`src/rtl/uart_pkg.sv`:
```
// Shared UART receive definitions: default clock frequency and receiver FSM states.
// Combinational declarations only, so there is no latency and no backpressure.
package uart_pkg;

  localparam int CLK_FREQ_DEFAULT = 100_000_000;

  typedef enum logic [2:0] {
    IDLE,
    START,
    DATA,
    STOP,
    WAIT_HIGH
  } uart_rx_state_t;

endpackage

```
`src/rtl/uart_sync.sv`:
```
// Two-flop synchronizer; resets to 1, which is the idle level of the line.
// Latency is 2 clk cycles. There is no backpressure.
module uart_sync (
  input  logic clk,
  input  logic rst_n,
  input  logic d,
  output logic q
);

  logic meta;

  always_ff @(posedge clk or negedge rst_n) begin
    if (!rst_n) begin
      meta <= 1'b1;
      q    <= 1'b1;
    end else begin
      meta <= d;
      q    <= meta;
    end
  end

endmodule

```
`src/rtl/uart_rx.sv`:
```
// 8N1 UART receiver; valid fires about 2+HALF+9*PERIOD+1 clk cycles after the start edge.
// There is no backpressure: data holds its value until the next good frame arrives.
module uart_rx
  import uart_pkg::*;
#(
  parameter int UART_RATE = 9600,
  parameter int CLK_FREQ  = CLK_FREQ_DEFAULT
) (
  input  logic       clk,
  input  logic       rst_n,
  input  logic       r,
  output logic [7:0] data,
  output logic       valid,
  output logic       frame_err
);

  localparam int PERIOD = CLK_FREQ / UART_RATE;
  localparam int HALF   = PERIOD / 2;
  localparam int CW     = $clog2(PERIOD) + 1;

  localparam logic [CW-1:0] P_LAST = CW'(PERIOD - 1);
  localparam logic [CW-1:0] H_LAST = CW'(HALF - 1);

  logic           rs;
  uart_rx_state_t state;
  logic [CW-1:0]  cnt;
  logic [2:0]     bit_cnt;
  logic [7:0]     shreg;

  uart_sync u_sync (
    .clk  (clk),
    .rst_n(rst_n),
    .d    (r),
    .q    (rs)
  );

  // cnt never passes P_LAST; every sampling state clears it when it reaches its limit.
  always_ff @(posedge clk or negedge rst_n) begin
    if (!rst_n) begin
      state     <= IDLE;
      cnt       <= '0;
      bit_cnt   <= '0;
      shreg     <= '0;
      data      <= '0;
      valid     <= 1'b0;
      frame_err <= 1'b0;
    end else begin
      valid     <= 1'b0;
      frame_err <= 1'b0;
      case (state)
        IDLE: begin
          cnt     <= '0;
          bit_cnt <= '0;
          if (!rs) state <= START;
        end
        START: begin
          if (cnt == H_LAST) begin
            cnt   <= '0;
            state <= rs ? IDLE : DATA;
          end else begin
            cnt <= cnt + 1'b1;
          end
        end
        DATA: begin
          if (cnt == P_LAST) begin
            cnt            <= '0;
            shreg[bit_cnt] <= rs;
            bit_cnt        <= bit_cnt + 3'd1;
            if (bit_cnt == 3'd7) state <= STOP;
          end else begin
            cnt <= cnt + 1'b1;
          end
        end
        STOP: begin
          // Deciding at mid-stop-bit leaves half a bit to catch a back-to-back start edge.
          if (cnt == P_LAST) begin
            cnt <= '0;
            if (rs) begin
              data  <= shreg;
              valid <= 1'b1;
              state <= IDLE;
            end else begin
              frame_err <= 1'b1;
              state     <= WAIT_HIGH;
            end
          end else begin
            cnt <= cnt + 1'b1;
          end
        end
        WAIT_HIGH: begin
          cnt <= '0;
          if (rs) state <= IDLE;
        end
        default: state <= IDLE;
      endcase
    end
  end

endmodule

```
`config.mk`:
```
export PLATFORM = sky130hd
export DESIGN_NAME = uart_rx
export DESIGN_NICKNAME = d
export VERILOG_FILES = /design/src/rtl/uart_pkg.sv /design/src/rtl/uart_sync.sv /design/src/rtl/uart_rx.sv
export SDC_FILE = /design/constraint.sdc
export NUM_CORES = 1
export LEC_CHECK = 0
export BUFFER_PORTS_ARGS = -buffer_cell sky130_fd_sc_hd__clkbuf_2
export CAP_MARGIN = 0
export CORE_UTILIZATION = 64
export CTS_CLUSTER_DIAMETER = 200
export CTS_CLUSTER_SIZE = 30
export DETAILED_ROUTE_END_ITERATION = 12
export PLACE_DENSITY = 0.83
export SYNTH_ARGS = -nofsm -noshare
export SYNTH_HDL_FRONTEND = slang
export SYNTH_SLANG_ARGS = --single-unit
```
`constraint.sdc`:
```
create_clock -name clk -period 4.39 [get_ports clk]
set_input_delay 0.878 -clock clk [delete_from_list [all_inputs] [get_ports clk]]
set_output_delay 0.878 -clock clk [all_outputs]
set_load 0.1 [all_outputs]
```
==> results.json, run 1 <==
{
  "synth_fa_ha_area_frac": 0.0178,
  "hold_class": "flip-flop to flip-flop",
  "cts-resized-gates": 0,
  "peakVddDrop_mv": 0.207,
  "first_global_vias": 1467,
  "slew_headroom": 0.358,
  "internal-power_w": 0.000440,
  "dr.first_iter.drc_count": 72,
  "critPathMaxStageDelay_ns": 0.70,
  "antennaDiodeCount": 0,
  "cts_max_level": 2,
  "criticalPathCategory": "flip-flop to flip-flop",
  "leakage_nw": 0.987,
  "stdcell_count": 247,
  "async_reset_ff_frac": 1.00,
  "pwr-share-comb": 0.013,
  "final_cell_mix": "dfrtp_1, clkbuf_2, nor2_1, mux2_2, o21ai_0",
  "ys_seq_area_frac": 0.488,
  "place_inst": 239,
  "sw_frac_of_total": 0.233,
  "avgSynthCellArea_um2": 11.0,
  "die_h_um": 59.4,
  "placed_area_um2": 2180,
  "slowest_stage": "a211oi_2",
  "synth.lib_cells_used.distinct": 47,
  "worstPathMaxFanout": 15,
  "post_cts.repair.setup_buffers": 0,
  "grt_pass1_wl_um": 6860,
  "synth_top_flop_cell": "dfrtp_1",
  "max_cap_viol_count": 0,
  "wl_per_cell_um": 15.8,
  "netlist_area_um2": 2110,
  "muxShareOfSynthArea": 0.105,
  "holdBufCountCts": 0,
  "syn-num-nets": 197,
  "synth_xor_xnor_area_share": 0.0250,
  "drc": 0,
  "routed_wl_um": 3910,
  "fin_crit_ns": 2.29,
  "ant_nets": 0,
  "cts_buffer_depth": 2,
  "final_area_um2": 2230,
  "port_buffers": 12,
  "cts_made_buffers": 5,
  "ys_warn_count": 0,
  "nNetsFinal": 208,
  "layout_commonest_cell": "dfrtp_1",
  "synth_top_family_by_area": "simple AND/OR/NAND/NOR gates",
  "area_growth_pct": 6.12,
  "cts_tree": "done",
  "power_frac_seq": 0.664,
  "timing.fmax_mhz": 437,
  "die_x_um": 59.4,
  "viasPerCell": 6.01,
  "grt_max_degree": 42,
  "clkLatencyLatePin_ns": 0.35,
  "outcome": "complete, no violations",
  "power_density_nw_per_um2": 257,
  "synth_compound_area_frac": 0.108,
  "clockRootBuffer": "clkbuf_4",
  "clk_pin_slew_worst_paths_ns": 0.12,
  "via_count": 1484,
  "finalSetupViolations": 0,
  "crit_required_ns": 4.61,
  "tightest_slew_ns": 0.964,
  "clkPwrFrac": 0.323,
  "antenna_found_initial": 0,
  "synth-edff-count": 0,
  "dr.pass1.iters": 4,
  "dpl.hpwl_um": 2830,
  "track_usage": 0.265,
  "finalHoldViolCount": 0,
  "rsz0062_at_grt": "no",
  "gp_congestion": 0.840,
  "rows": 20,
  "crit_chain": "ha_1, nor4b_4, nand4_4, a211oi_2, nor2_1",
  "cts.sinks": 41,
  "p_switching_w": 0.000134,
  "fin_setup_tns_ns": 0,
  "synth_cells": 191,
  "slew_violations": 0,
  "start_kind": "flip-flop",
  "yosys.area_share.simple": 0.224,
  "ys_ff_latch": 41,
  "core-area_um2": 3080,
  "skew_ns": 0.00892,
  "worstPathArrival_ns": 2.51,
  "drive_gt1_frac": 0.222,
  "grt-ovfl-total": 0,
  "cp-end-kind": "flip-flop",
  "ios": 13,
  "fin_crit_sh": 0.521,
  "initial_utilization": 0.684,
  "die_area_um2": 3520
}
==> flip-flops by register name, indices dropped and copies added (netlist names) <==
name,flops
data,8
frame_err,1
bit_cnt,3
state,3
valid,1
u_sync.q,1
shreg,8
u_sync.meta,1
cnt,15
==> routing by layer <==
metal / track usage / routed length [µm] / vias to the layer above
met5: 0 / 0 / -
met4: 0.126 / 68 / 0
met3: 0.0546 / 137 / 7
met2: 0.395 / 1860 / 30
met1: 0.368 / 1840 / 726
li1: - / - / 721
==> Yosys cell counts, types with 2 or more instances <==
| cell | n | area, µm² |
|---|---|---|
| a21oi_1 | 8 | 40.0 |
| a22o_1 | 2 | 17.5 |
| a31oi_1 | 2 | 12.5 |
| a41oi_1 | 2 | 17.5 |
| and3_1 | 3 | 18.8 |
| and4_1 | 3 | 26.3 |
| buf_2 | 3 | 15.0 |
| clkbuf_1 | 3 | 11.3 |
| dfrtp_1 | 39 | 976 |
| dfstp_2 | 2 | 52.6 |
| ha_1 | 3 | 37.5 |
| inv_1 | 7 | 26.3 |
| mux2_1 | 5 | 56.3 |
| mux2_2 | 11 | 124 |
| mux2i_1 | 4 | 40.0 |
| nand2_1 | 9 | 33.8 |
| nand2b_1 | 2 | 12.5 |
| nand3_1 | 8 | 40.0 |
| nand4_1 | 7 | 43.8 |
| nor2_1 | 11 | 41.3 |
| nor2b_1 | 4 | 25.0 |
| nor3_1 | 4 | 20.0 |
| nor3_2 | 5 | 50.1 |
| nor4bb_1 | 2 | 20.0 |
| o21ai_0 | 10 | 50.1 |
| o2bb2ai_1 | 2 | 17.5 |
| o31ai_1 | 2 | 15.0 |
| or3_1 | 4 | 25.0 |
| or4_1 | 2 | 15.0 |
| xnor2_1 | 2 | 17.5 |
| xor2_1 | 4 | 35.0 |
==> through the flow <==
stage	total power (W)	utilization	hold WS, ns	setup slack (ns)
2_1_floorplan	0.000388	-	0.345	2.56
3_3_place_gp	0.000396	0.708	0.346	2.25
3_5_place_dp	0.000396	0.708	0.348	2.11
4_1_cts	0.000579	0.726	0.366	2.08
5_1_grt	0.000596	0.726	0.367	1.89
6_report	0.000574	0.726	0.364	2.10
==> critical path: cells and delay by family (launching register included) <==
family                     cells  cell delay (ns)
AOI/OAI and AO/OA              1             0.70
DFF                            1             0.43
and+or+nand+nor                3             0.77
adders and majority gates      1             0.26
==> power by group through the flow <==
stage	combinational (W)	sequential (W)	clock, W
after floorplan	0.00000101	0.000387	0
after global placement	0.00000766	0.000388	0
after detailed placement	0.00000813	0.000388	0
after CTS	0.00000812	0.000381	0.000190
after global routing	0.00000918	0.000381	0.000205
final	0.00000744	0.000381	0.000186
==> cell families (layout without fill, tap and decap cells) <==
family / after synthesis / after routing
xor gates and xnor gates: 6 / 6
adders and majority gates: 3 / 3
muxes: 20 / 20
AOI/OAI and AO/OA: 34 / 34
DFF: 41 / 41
buffers and inverters: 15 / 27
and+or+nand+nor: 72 / 72
==> path summary, 6_finish.rpt <==
kind                              from        to  slack (ns)  cells after the start
hold reg to reg            u_sync.meta  u_sync.q        0.36                      0
max in group asynchronous        rst_n   data[5]        3.15                      1
hold / removal             u_sync.meta  u_sync.q        0.36                      0
setup reg to reg                cnt[0]    cnt[4]        2.10                      5
min in group asynchronous        rst_n  state[2]        0.65                      1
setup / recovery                cnt[0]    cnt[4]        2.10                      5
==> cell type report <==
type	instances	area (µm²)
Sequential cell	41	1030
Multi-Input combinational cell	135	1010
Fill cell	233	843
Timing Repair Buffer	12	60.1
Tap cell	44	55.1
Clock buffer	5	37.5
Inverter	7	26.3
Clock inverter	3	17.5
No activity file was read; power rests on OpenSTA's default activity.
==> run 2, diff against run 1 <==
- CORE_UTILIZATION: 64 -> 60
- PLACE_DENSITY: 0.83 -> 0.79
- clock period: 4.39 -> 2.19 ns (I/O delays scaled with it)
==> run 2 against run 1 <==
Sequential share of layout area is 2.0 points lower; cell count is 3.6% higher; critical endpoint is now shreg[1]; fmax is 12% higher; critical path depth stayed put; sequential cell count stayed put; clock power grew to 3.2 times the previous value; worst setup slack worse by 2.0 ns; sequential power is 100% higher; register-to-register slack worse by 2.0 ns.
==> results.json, run 2 (same netlist as run 1, synthesis figures left out) <==
{
  "outcome": "complete, no violations",
  "crit_buf_inv": 0,
  "clkLatencyLatePin_ns": 0.36,
  "crit_required_ns": 2.44,
  "nNetsFinal": 215,
  "worstPathArrival_ns": 2.30,
  "dr.first_iter.drc_count": 81,
  "tightest_slew_ns": 0.544,
  "rows": 21,
  "drc": 0,
  "viasPerCell": 6.03,
  "grt-ovfl-total": 0,
  "slowest_stage": "dfrtp_1",
  "first_global_vias": 1434,
  "fin_setup_tns_ns": 0,
  "max_cap_viol_count": 0,
  "criticalPathCategory": "flip-flop to flip-flop",
  "worstPathMaxFanout": 14,
  "clockRootBuffer": "clkbuf_4",
  "via_count": 1543,
  "cts_buffer_depth": 2,
  "slew_violations": 0,
  "port_buffers": 12,
  "drive_gt1_frac": 0.248,
  "slew_headroom": 0.639,
  "stdcell_count": 256,
  "cts_made_buffers": 5,
  "fin_crit_sh": 0.936,
  "fill_cells": 252,
  "pre_cts_ws_ns": 0.0604,
  "skew_ns": 0.0102,
  "largest_reg_flops": 15,
  "regMostFlops": "cnt",
  "cts_tree": "done",
  "leakage_nw": 1.05,
  "hold_class": "input port to async pin",
  "critPathTopFamily": "simple AND/OR/NAND/NOR gates",
  "ios": 13,
  "wl_per_cell_um": 15.7,
  "dpl.hpwl_um": 2770,
  "ant_nets": 0,
  "die_h_um": 61.2,
  "grt_max_degree": 42,
  "start_kind": "flip-flop",
  "fin_crit_ns": 2.05,
  "antennaDiodeCount": 0,
  "initial_utilization": 0.631,
  "top_regs": "cnt: 15 flops, data: 8 flops, shreg: 8 flops",
  "cts_max_level": 2,
  "area_growth_pct": 11.0,
  "cts.sinks": 41,
  "finalHoldViolCount": 0,
  "die_x_um": 61.2,
  "layout_commonest_cell": "dfrtp_1",
  "peakVddDrop_mv": 0.469,
  "gp_congestion": 0.805,
  "routed_wl_um": 4010,
  "grt_pass1_wl_um": 6640,
  "finalSetupViolations": 0,
  "crit_chain": "ha_1, nor4b_4, nand4_4, nor3_1, mux2_2",
  "critPathMaxStageDelay_ns": 0.41,
  "dr.pass1.iters": 4,
  "antenna_found_initial": 0,
  "die_area_um2": 3750,
  "final_cell_mix": "dfrtp_1, clkbuf_2, nor2_1, mux2_2, o21ai_0",
  "track_usage": 0.251,
  "place_inst": 244,
  "core-area_um2": 3340,
  "cp-end-kind": "flip-flop",
  "timing.fmax_mhz": 488,
  "power_density_nw_per_um2": 589,
  "clk_pin_slew_worst_paths_ns": 0.12,
  "fin_ws_ns": 0.140
}
-- run 2: changes by cell type in the layout (fill, tap and decap cells not counted), sizes merged --
cell,before,now
clkinv,2,1
bufinv,0,2
clkinvlp,1,0
buf,0,7
-- run 2: final cells by class --
cell class                      count  area (µm²)  area share
Timing Repair Buffer               19         113      0.0482
Tap cell                           46        57.6      0.0246
Clock inverter                      3        65.1      0.0278
Inverter                            7        26.3      0.0112
Sequential cell                    41        1030       0.440
Clock buffer                        5        37.5      0.0161
Multi-Input combinational cell    135        1010       0.432
-- run 2: worst paths after layout --
| check | depth (start not counted) | slack (ns) | startpoint | to |
|---|---|---|---|---|
| max | 5 | 0.14 | cnt[0] | shreg[1] |
| min | 2 | 0.11 | rst_n | cnt[12] |
| max reg2reg | 5 | 0.14 | cnt[0] | shreg[1] |
| min reg2reg | 0 | 0.36 | u_sync.meta | u_sync.q |
| max in group asynchronous | 2 | 1.69 | rst_n | u_sync.meta |
| min in group clk | 1 | 0.16 | r | u_sync.meta |
-- run 2: worst register-to-register path: stages (launching register included) --
cell and delay, ns:
dfrtp_1 0.41, ha_1 0.24, nor4b_4 0.33, nand4_4 0.30, nor3_1 0.30, mux2_2 0.36
-- run 2: per-stage QoR --
step,area (µm²),hold slack [ns],utilization,power [W]
final,2340,0.110,0.700,0.00138
after global routing,2340,0.149,0.700,0.00142
after CTS,2310,0.137,0.691,0.00139
after detailed placement,2200,0.351,0.661,0.000797
after global placement,2200,0.349,0.661,0.000795
after floorplan,2110,0.142,-,0.000778
-- run 2: what timing repair did --
action,4_1_cts,5_1_grt
endpoints found under the hold margin,0,0
hold buffers,0,0
endpoints found under the setup margin,0,11
buffers inserted,0,4
gates resized for setup,0,0
-- run 2: where the power goes --
| part | total (W) | leakage [nW] | switching [W] | internal [W] |
|---|---|---|---|---|
| logic | 0.0000165 | 0.441 | 0.0000139 | 0.00000259 |
| clock network | 0.000595 | 0.0552 | 0.000242 | 0.000353 |
| registers | 0.000764 | 0.551 | 0.00000378 | 0.000760 |
-- run 2: layer usage --
| metal | track usage | up-vias | wire (µm) |
|---|---|---|---|
| met2 | 0.402 | 33 | 1950 |
| met5 | 0 | - | 0 |
| li1 | - | 734 | - |
| met3 | 0.0735 | 4 | 157 |
| met1 | 0.319 | 772 | 1850 |
| met4 | 0.104 | 0 | 62 |
==> run 3, diff against run 2 <==
- PLACE_DENSITY: 0.79 -> default
- PLACE_DENSITY_LB_ADDON: default -> 0.25
- SKIP_LAST_GASP: default -> 1
==> run 3 against run 2 <==
Clock skew up 0.011 ns; register-to-register slack gained 0.05 ns; cell count is 0.78% lower; fmax increased by 2.4%; critical endpoint is now data[0]; sequential share of layout area is 0.57 points higher; largest power group unchanged; clock power shrank 21%; highest routed layer unchanged; first-iteration DRC count is 6.2% lower; hold slack worse by 0.064 ns; combinational power up 5%.
==> results.json, run 3 (same netlist as run 1, synthesis figures left out) <==
{
  "slew_headroom": 0.639,
  "max_cap_viol_count": 0,
  "antenna_found_initial": 0,
  "cts_made_buffers": 5,
  "drive_gt1_frac": 0.236,
  "crit_start": "cnt[0]",
  "criticalPathCategory": "flip-flop to flip-flop",
  "power_density_nw_per_um2": 543,
  "dr.pass1.iters": 4,
  "outcome": "complete, no violations",
  "wl_met1_um": 1880,
  "slew_violations": 0,
  "port_buffers": 12,
  "leakage_nw": 1.02,
  "cts.sinks": 41,
  "initial_utilization": 0.631,
  "die_area_um2": 3750,
  "first_global_vias": 1467,
  "worstPathArrival_ns": 2.23,
  "seqCellArea_um2": 1030,
  "area_growth_pct": 9.57,
  "cp-end-kind": "flip-flop",
  "cts_tree": "done",
  "fin_crit_sh": 0.914,
  "wl_met3_um": 111,
  "regMostFlops": "cnt",
  "clockRootBuffer": "clkbuf_4",
  "top_regs": "cnt: 15 flops, data: 8 flops, shreg: 8 flops",
  "rows": 21,
  "finalSetupViolations": 0,
  "fin_ws_ns": 0.188,
  "skew_ns": 0.0213,
  "layout_commonest_cell": "dfrtp_1",
  "largest_reg_flops": 15,
  "grt_pass1_wl_um": 6590,
  "via_count": 1529,
  "dpl.hpwl_um": 2780,
  "core-area_um2": 3340,
  "cts_buffer_depth": 2,
  "tightest_slew_ns": 0.544,
  "antennaDiodeCount": 0,
  "cts_max_level": 2,
  "nNetsFinal": 213,
  "peakVddDrop_mv": 0.299,
  "pre_cts_ws_ns": 0.0553,
  "viasPerCell": 6.02,
  "die_h_um": 61.2,
  "clk_pin_slew_worst_paths_ns": 0.13,
  "grt-ovfl-total": 0,
  "grt_max_degree": 22,
  "cts-resized-gates": 0,
  "worstPathMaxFanout": 16,
  "timing.fmax_mhz": 499,
  "crit_required_ns": 2.41,
  "start_kind": "flip-flop",
  "wl_per_cell_um": 15.5,
  "hold_class": "input port to async pin",
  "fin_setup_tns_ns": 0,
  "finalHoldViolCount": 0,
  "clkLatencyLatePin_ns": 0.34,
  "multi_input_area_um2": 1020,
  "fill_cells": 261,
  "gp_congestion": 0.818,
  "track_usage": 0.238,
  "ios": 13,
  "routed_wl_um": 3950,
  "final_cell_mix": "dfrtp_1, clkbuf_2, nor2_1, mux2_2, o21ai_0",
  "highest_layer": "met4",
  "wl_met2_um": 1900,
  "drc": 0,
  "ant_nets": 0,
  "fin_crit_ns": 2.00,
  "dr.first_iter.drc_count": 76,
  "rsz0062_at_grt": "no",
  "die_x_um": 61.2,
  "r2r_start": "cnt[0]"
}
-- run 3: changes by cell type in the layout (fill, tap and decap cells not counted) --
cell and change:
buf_12 +1, buf_4 -4, bufinv_16 -1, clkbuf_1 +1, nor2_2 +1
-- run 3: repair_timing --
| action | in CTS | in global routing |
|---|---|---|
| hold buffers | 0 | 0 |
| setup endpoints to repair | 0 | 10 |
| setup buffers | 0 | 1 |
| endpoints found under the hold margin | 0 | 0 |
-- run 3: final timing paths --
| check | endpoint | slack, ns | cells past startpoint |
|---|---|---|---|
| worst max-delay path | data[0] | 0.19 | 6 |
| min in group clk | u_sync.meta | 0.18 | 1 |
| worst min-delay path | cnt[3] | 0.05 | 1 |
| worst max register to register | data[0] | 0.19 | 6 |
| max in group asynchronous | state[1] | 1.46 | 2 |
| worst min register to register | u_sync.q | 0.37 | 0 |
-- run 3: where the power goes --
| part | total (W) | internal, W | switching, W |
|---|---|---|---|
| registers | 0.000764 | 0.000760 | 0.00000354 |
| clock network | 0.000471 | 0.000240 | 0.000232 |
| logic | 0.0000173 | 0.00000254 | 0.0000148 |
-- run 3: layout make-up --
cell class	count	area share
repair buffers	16	0.0445
multi-input cells	136	0.440
clock inverters	2	0.0152
flip-flops and latches	41	0.446
inverters	7	0.0114
well taps	46	0.0249
clock buffers	6	0.0179
-- run 3: critical path, stage by stage (launching register included) --
cell and delay, ns:
dfrtp_1 0.41, ha_1 0.25, nor4b_4 0.34, nand4_4 0.15, buf_12 0.18, nor2_2 0.20, mux2_2 0.36
-- run 3: metal layers --
metal,vias up,GRT usage
met5,-,0
met4,0,0.0844
met3,6,0.0420
met2,28,0.370
met1,759,0.336
li1,736,-
-- run 3: stage by stage --
step	cells	utilization	cell area (µm²)	hold slack (ns)	power [W]
finish	254	0.691	2310	0.0457	0.00125
detailed placement	244	0.661	2200	0.355	0.000797
global route	254	0.691	2310	0.0769	0.00130
floorplan	191	-	2110	0.142	0.000778
CTS	252	0.684	2280	0.0625	0.00127
global placement	244	0.661	2200	0.350	0.000796
